<file path="src/rtl/step_monitor.sv">
// step_monitor: reduces a step-pulse stream and a 1 Hz tick into step,
// distance and per-second activity statistics for the display path.
module step_monitor #(
    parameter int STEP_MAX          = 9999,
    parameter int STEPS_PER_HALF_MI = 1024,
    parameter int FAST_THRESH       = 32,
    parameter int HI_THRESH         = 64,
    parameter int FAST_WINDOW       = 9
) (
    input  logic        clk,
    input  logic        reset,
    input  logic        clk1hz,
    input  logic        start,
    input  logic        pulse,
    output logic [13:0] step_count,
    output logic        step_ovf,
    output logic [3:0]  dist_half_mi,
    output logic [7:0]  sec_steps,
    output logic        sec_valid,
    output logic [3:0]  fast_secs,
    output logic [9:0]  hi_secs
);

    localparam int          SHIFT = $clog2(STEPS_PER_HALF_MI);
    localparam logic [13:0] SMAX  = 14'(STEP_MAX);
    localparam logic [7:0]  FTH   = 8'(FAST_THRESH);
    localparam logic [7:0]  HTH   = 8'(HI_THRESH);
    localparam logic [7:0]  FWIN  = 8'(FAST_WINDOW);

    logic       pulse_d, tick_d, start_d;
    logic       session;   // set by a start rise, cleared only by reset
    logic [7:0] cur_sec;
    logic [7:0] sec_idx;
    logic [7:0] n_sec;
    logic       step_ev, tick_ev, start_ev;

    assign step_ev  = pulse  & ~pulse_d;
    assign tick_ev  = clk1hz & ~tick_d;
    assign start_ev = start  & ~start_d;

    // distance is a pure shift of the registered total
    assign dist_half_mi = 4'(step_count >> SHIFT);

    // steps of the closing second, including a step coincident with the tick
    always_comb begin
        n_sec = cur_sec;
        if (step_ev && cur_sec != 8'hFF)
            n_sec = cur_sec + 8'd1;
    end

    // edge history, session tracking and all statistics
    always_ff @(posedge clk) begin
        if (reset) begin
            pulse_d    <= pulse;
            tick_d     <= clk1hz;
            start_d    <= start;
            session    <= 1'b0;
            cur_sec    <= '0;
            sec_idx    <= '0;
            step_count <= '0;
            step_ovf   <= 1'b0;
            sec_steps  <= '0;
            sec_valid  <= 1'b0;
            fast_secs  <= '0;
            hi_secs    <= '0;
        end else begin
            pulse_d   <= pulse;
            tick_d    <= clk1hz;
            start_d   <= start;
            sec_valid <= 1'b0;
            if (start_ev) begin
                // coincident step/tick events are discarded on session start
                session    <= 1'b1;
                cur_sec    <= '0;
                sec_idx    <= '0;
                step_count <= '0;
                step_ovf   <= 1'b0;
                sec_steps  <= '0;
                fast_secs  <= '0;
                hi_secs    <= '0;
            end else if (start && session) begin
                if (step_ev) begin
                    cur_sec <= n_sec;
                    if (step_count == SMAX)
                        step_ovf <= 1'b1;
                    else
                        step_count <= step_count + 14'd1;
                end
                if (tick_ev) begin
                    sec_steps <= n_sec;
                    sec_valid <= 1'b1;
                    cur_sec   <= '0;
                    if (sec_idx != 8'hFF)
                        sec_idx <= sec_idx + 8'd1;
                    if (sec_idx < FWIN && n_sec > FTH)
                        fast_secs <= fast_secs + 4'd1;
                    if (n_sec >= HTH && hi_secs != 10'h3FF)
                        hi_secs <= hi_secs + 10'd1;
                end
            end
        end
    end

endmodule

</file>
<file path="config.mk">
export PLATFORM = sky130hd
export DESIGN_NAME = step_monitor
export DESIGN_NICKNAME = d
export VERILOG_FILES = /design/src/rtl/step_monitor.sv
export SDC_FILE = /design/constraint.sdc
export NUM_CORES = 1
export LEC_CHECK = 0
export ABC_AREA = 1
export CORE_MARGIN = 2
export CORE_UTILIZATION = 58
export DETAILED_ROUTE_END_ITERATION = 6
export PLACE_DENSITY_LB_ADDON = 0.08
export SYNTH_ARGS = -nofsm -noshare
export SYNTH_HDL_FRONTEND = slang
export SYNTH_SLANG_ARGS = --single-unit
</file>
<file path="constraint.sdc">
create_clock -name clk -period 2.6 [get_ports clk]
set_input_delay 0.26 -clock clk [delete_from_list [all_inputs] [get_ports clk]]
set_output_delay 0.26 -clock clk [all_outputs]
set_load 0.05 [all_outputs]
</file>
==> summary.log <==
[logic_synthesis] fraction of synthesized cell area taken by the top area cell type 37.6%
[power] worst IR drop on VDD 0.403 mV
[cells_and_area] Area growth, synth to finish 25.8%
[min_path] path category of the worst min-delay check in2reg
[floorplanning] number of rows in the core area 26
[worst_setup_path] Max FO, Critical Path 8
[floorplanning] number of top-level pins 47
[clock_tree] post-CTS setup repair buffer count 0
[clock_tree] cell chosen for the clock root sky130_fd_sc_hd__clkbuf_8
[power] Sw Share 19.6%
[power] share of power burned in the clock network 54.8%
[drt] via count of the routed design 2971
[logic_synthesis] number of register bits inferred by synthesis 58
[logic_synthesis] gate count of the mapped netlist 435
[clock_tree] clock insertion delay at the later pin of the skew report 0.34 ns
[drt] first drt pass iteration count 5
[clock_tree] total clock buffers created by CTS 9
[drt] per-cell routed wire length 13.0 um
[global_routing] wire length of the first global-routing pass 12500 um
[power] leakage dissipation 1.49 nW
[logic_synthesis] Syn Nets 446
[logic_synthesis] number of enable flip-flop cells after synthesis 0
[logic_synthesis] largest cells by area after synthesis sky130_fd_sc_hd__dfxtp_1 38%, sky130_fd_sc_hd__nand2_1 13%, sky130_fd_sc_hd__inv_1 6.1%, sky130_fd_sc_hd__a21oi_1 6.0%, sky130_fd_sc_hd__nor2_1 4.6%
[logic_synthesis] total of warnings raised by yosys 0
[logic_synthesis] leading register cell type out of synthesis sky130_fd_sc_hd__dfxtp_1
[timing] Max Slew Vio Count 0
[run] Max Cap Violations 0
[worst_setup_path] category of the worst setup path capture point register
[global_routing] Total GRT Usage 26.5%
[power] P_sw 0.423 mW
[timing] setup violation total in the final timing report 0
[floorplanning] Initial Util 60.1%
[timing] Achievable Freq 506 MHz
[cells_and_area] area of the multi-input gates 1650 um2
[power] internal power contribution 1.73 mW
[floorplanning] die area 5930 um2
[logic_synthesis] post-synthesis area per instance 7.10 um2
[logic_synthesis] largest area contributor in the synthesized netlist sky130_fd_sc_hd__dfxtp_1
[cells_and_area] register area 1160 um2
[timing] RSZ-0062 raised after global routing false
[logic_synthesis] register area share after synthesis 37.6%
[cells_and_area] number of nets in the layout 495
[drt] Via-to-Cell Ratio 5.31
[outcome] result of the run complete, no violations
[clock_tree] TritonCTS clock tree done
[cells_and_area] number of diodes added for antenna fixing 0
[power] Reg power frac 41.7%
[floorplanning] Die Y 77.0 um
[logic_synthesis] top cells by instance count after synthesis 103 x sky130_fd_sc_hd__nand2_1, 58 x sky130_fd_sc_hd__dfxtp_1, 50 x sky130_fd_sc_hd__inv_1
[worst_setup_path] CP startpoint kind register
[clock_tree] clock sink count 58
[clock_tree] buffers from clock root to sink, at most 2
[logic_synthesis] Netlist cell types 35
[place] HPWL Detailed 4940 um
[timing] minimum clock period after layout 1.98 ns
[floorplanning] total core area 5140 um2
[timing] slew of the pin with the lowest slew margin 0.572 ns
[logic_synthesis] summed instance area of the synthesized netlist 3090 um2
[global_routing] aggregate global routing overflow 0
[logic_synthesis] proportion of register bits with asynchronous set or reset after synthesis 0%
[cells_and_area] layout cell share with drive strength beyond 1 12.1%
[timing] worst setup skew after layout 0.00811 ns
[global_routing] maximum number of pins on one net before global-route repair 27
[place] IO buf count 46
[timing] headroom to the max-slew limit 61.7%
[drt] initial drt markers 153
[global_routing] antenna violations before repair 0
[clock_tree] clock transition at the registers of the reported paths 0.07 ns
[worst_setup_path] data arrival time of the critical path 2.21 ns
[floorplanning] width of the die 77.0 um
[timing] final-layout setup total negative slack 0 ns
[logic_synthesis] cell with the most instances after synthesis sky130_fd_sc_hd__nand2_1
[timing] final cycle utilization of the critical path 76.0%
[global_routing] vias in the first global route 2745
[cells_and_area] final core area utilization 75.6%
[drt] number of antenna-violating nets in the routed design 0
[worst_setup_path] required time at the worst-slack endpoint 2.83 ns
[worst_setup_path] cell depth of the worst flop-to-flop path 12
[clock_tree] CTS Hold Bufs 0
[timing] final hold violations 0
[clock_tree] H-tree depth 3
[place] RePlAce Congestion 0.916
[clock_tree] post-cts resize count 0
[power] Comb pwr share 3.5%
[min_path] Hold Crit Depth 1
[power] power density over the cells 554 nW/um2
[drt] count of unresolved DRC violations after routing 0
[drt] Total Wirelength 7270 um
[cells_and_area] filler instances 428
[worst_setup_path] type of the setup path with the least slack reg2reg
routing by layer:
metal / track usage (%) / vias up / share of wire [%]
met3: 4.94 / 17 / 5.1
met4: 12.7 / 0 / 2.1
met1: 31.3 / 1369 / 43
li1: - / 1500 / -
met2: 46.1 / 85 / 50
met5: 0 / - / 0
worst paths after layout:
path	from	to	slack (ns)
worst max-delay path	cur_sec[0]	fast_secs[0]	0.62
worst min-delay path	pulse	pulse_d	0.39
worst max register to register	cur_sec[0]	fast_secs[0]	0.62
worst min register to register	step_ovf	step_ovf	0.46
power by group through the flow:
| stage | sequential (mW) | clock [mW] | combinational, mW |
|---|---|---|---|
| 2_1_floorplan | 0.925 | 0 | 0.0418 |
| 5_1_grt | 0.898 | 1.23 | 0.0831 |
| 6_report | 0.898 | 1.18 | 0.0762 |
| 4_1_cts | 0.898 | 1.19 | 0.0766 |
| 3_3_place_gp | 0.918 | 0 | 0.0738 |
| 3_5_place_dp | 0.918 | 0 | 0.0749 |
critical path, stage by stage (launching register included):
cell,delay (ns)
sky130_fd_sc_hd__dfxtp_1,0.45
sky130_fd_sc_hd__ha_1,0.23
sky130_fd_sc_hd__nand2_2,0.12
sky130_fd_sc_hd__nor2_4,0.14
sky130_fd_sc_hd__nand2_4,0.09
sky130_fd_sc_hd__nand2_1,0.08
sky130_fd_sc_hd__nand2_1,0.06
sky130_fd_sc_hd__nand2_1,0.12
sky130_fd_sc_hd__nand2_2,0.09
sky130_fd_sc_hd__nor2_4,0.12
sky130_fd_sc_hd__nand2_4,0.09
sky130_fd_sc_hd__a21oi_1,0.20
sky130_fd_sc_hd__nor2_1,0.07
per-stage QoR:
stage / cells / worst slack, ns / cell area (um2) / power [mW] / hold WS, ns
finish: 559 / 0.623 / 3890 / 2.15 / 0.388
CTS: 559 / 0.643 / 3890 / 2.16 / 0.383
global route: 559 / 0.422 / 3890 / 2.21 / 0.390
global placement: 543 / 0.566 / 3600 / 0.991 / 0.456
detailed placement: 543 / 0.495 / 3600 / 0.993 / 0.452
floorplan: 435 / 0.569 / 3090 / 0.967 / 0.288
registers in the layout (all words and copies together) (netlist names):
name	count
tick_d	1
cur_sec	8
hi_secs	10
pulse_d	1
start_d	1
session	1
sec_valid	1
fast_secs	4
step_count	14
sec_steps	8
sec_idx	8
step_ovf	1
cells by family after synthesis:
| group | count (synthesis) | synth area share [%] |
|---|---|---|
| compound gates | 72 | 13.1 |
| xor+xnor | 13 | 3.69 |
| fa+ha+maj | 6 | 2.43 |
| buf+inv | 67 | 8.87 |
| flops | 58 | 37.6 |
| simple gates | 219 | 34.3 |
layout by cell type (no fill, tap or decap), types with 3 or more instances in the layout:
| master | netlist | layout |
|---|---|---|
| sky130_fd_sc_hd__nand3_1 | 27 | 27 |
| sky130_fd_sc_hd__nand2_4 | 5 | 5 |
| sky130_fd_sc_hd__clkbuf_8 | 0 | 12 |
| sky130_fd_sc_hd__a31oi_1 | 3 | 3 |
| sky130_fd_sc_hd__xor2_1 | 5 | 5 |
| sky130_fd_sc_hd__nor3_1 | 10 | 10 |
| sky130_fd_sc_hd__inv_2 | 3 | 3 |
| sky130_fd_sc_hd__a21oi_2 | 3 | 3 |
| sky130_fd_sc_hd__nor2_1 | 38 | 38 |
| sky130_fd_sc_hd__clkdlybuf4s50_1 | 0 | 46 |
| sky130_fd_sc_hd__nor2_4 | 5 | 5 |
| sky130_fd_sc_hd__nand2_1 | 103 | 103 |
| sky130_fd_sc_hd__inv_1 | 50 | 50 |
| sky130_fd_sc_hd__xnor2_1 | 8 | 8 |
| sky130_fd_sc_hd__nand4_1 | 8 | 8 |
| sky130_fd_sc_hd__o21ai_1 | 4 | 4 |
| sky130_fd_sc_hd__ha_1 | 6 | 6 |
| sky130_fd_sc_hd__dfxtp_1 | 58 | 58 |
| sky130_fd_sc_hd__bufinv_16 | 0 | 4 |
| sky130_fd_sc_hd__buf_4 | 4 | 4 |
| sky130_fd_sc_hd__nor3_2 | 3 | 3 |
| sky130_fd_sc_hd__nand2_2 | 13 | 13 |
| sky130_fd_sc_hd__o211ai_1 | 3 | 3 |
| sky130_fd_sc_hd__nor4_1 | 3 | 3 |
| sky130_fd_sc_hd__o21ai_0 | 16 | 16 |
| sky130_fd_sc_hd__a21oi_1 | 37 | 37 |
cell type report:
| cell class | count | share of cell area (%) |
|---|---|---|
| clock buffer | 12 | 4.25 |
| clock inverter | 4 | 3.09 |
| inverter | 55 | 5.37 |
| multi-input combinational | 310 | 42.5 |
| sequential | 58 | 29.9 |
| tap | 70 | 2.25 |
| timing repair buffer | 50 | 12.6 |
No activity file was read; power rests on OpenSTA's default activity.
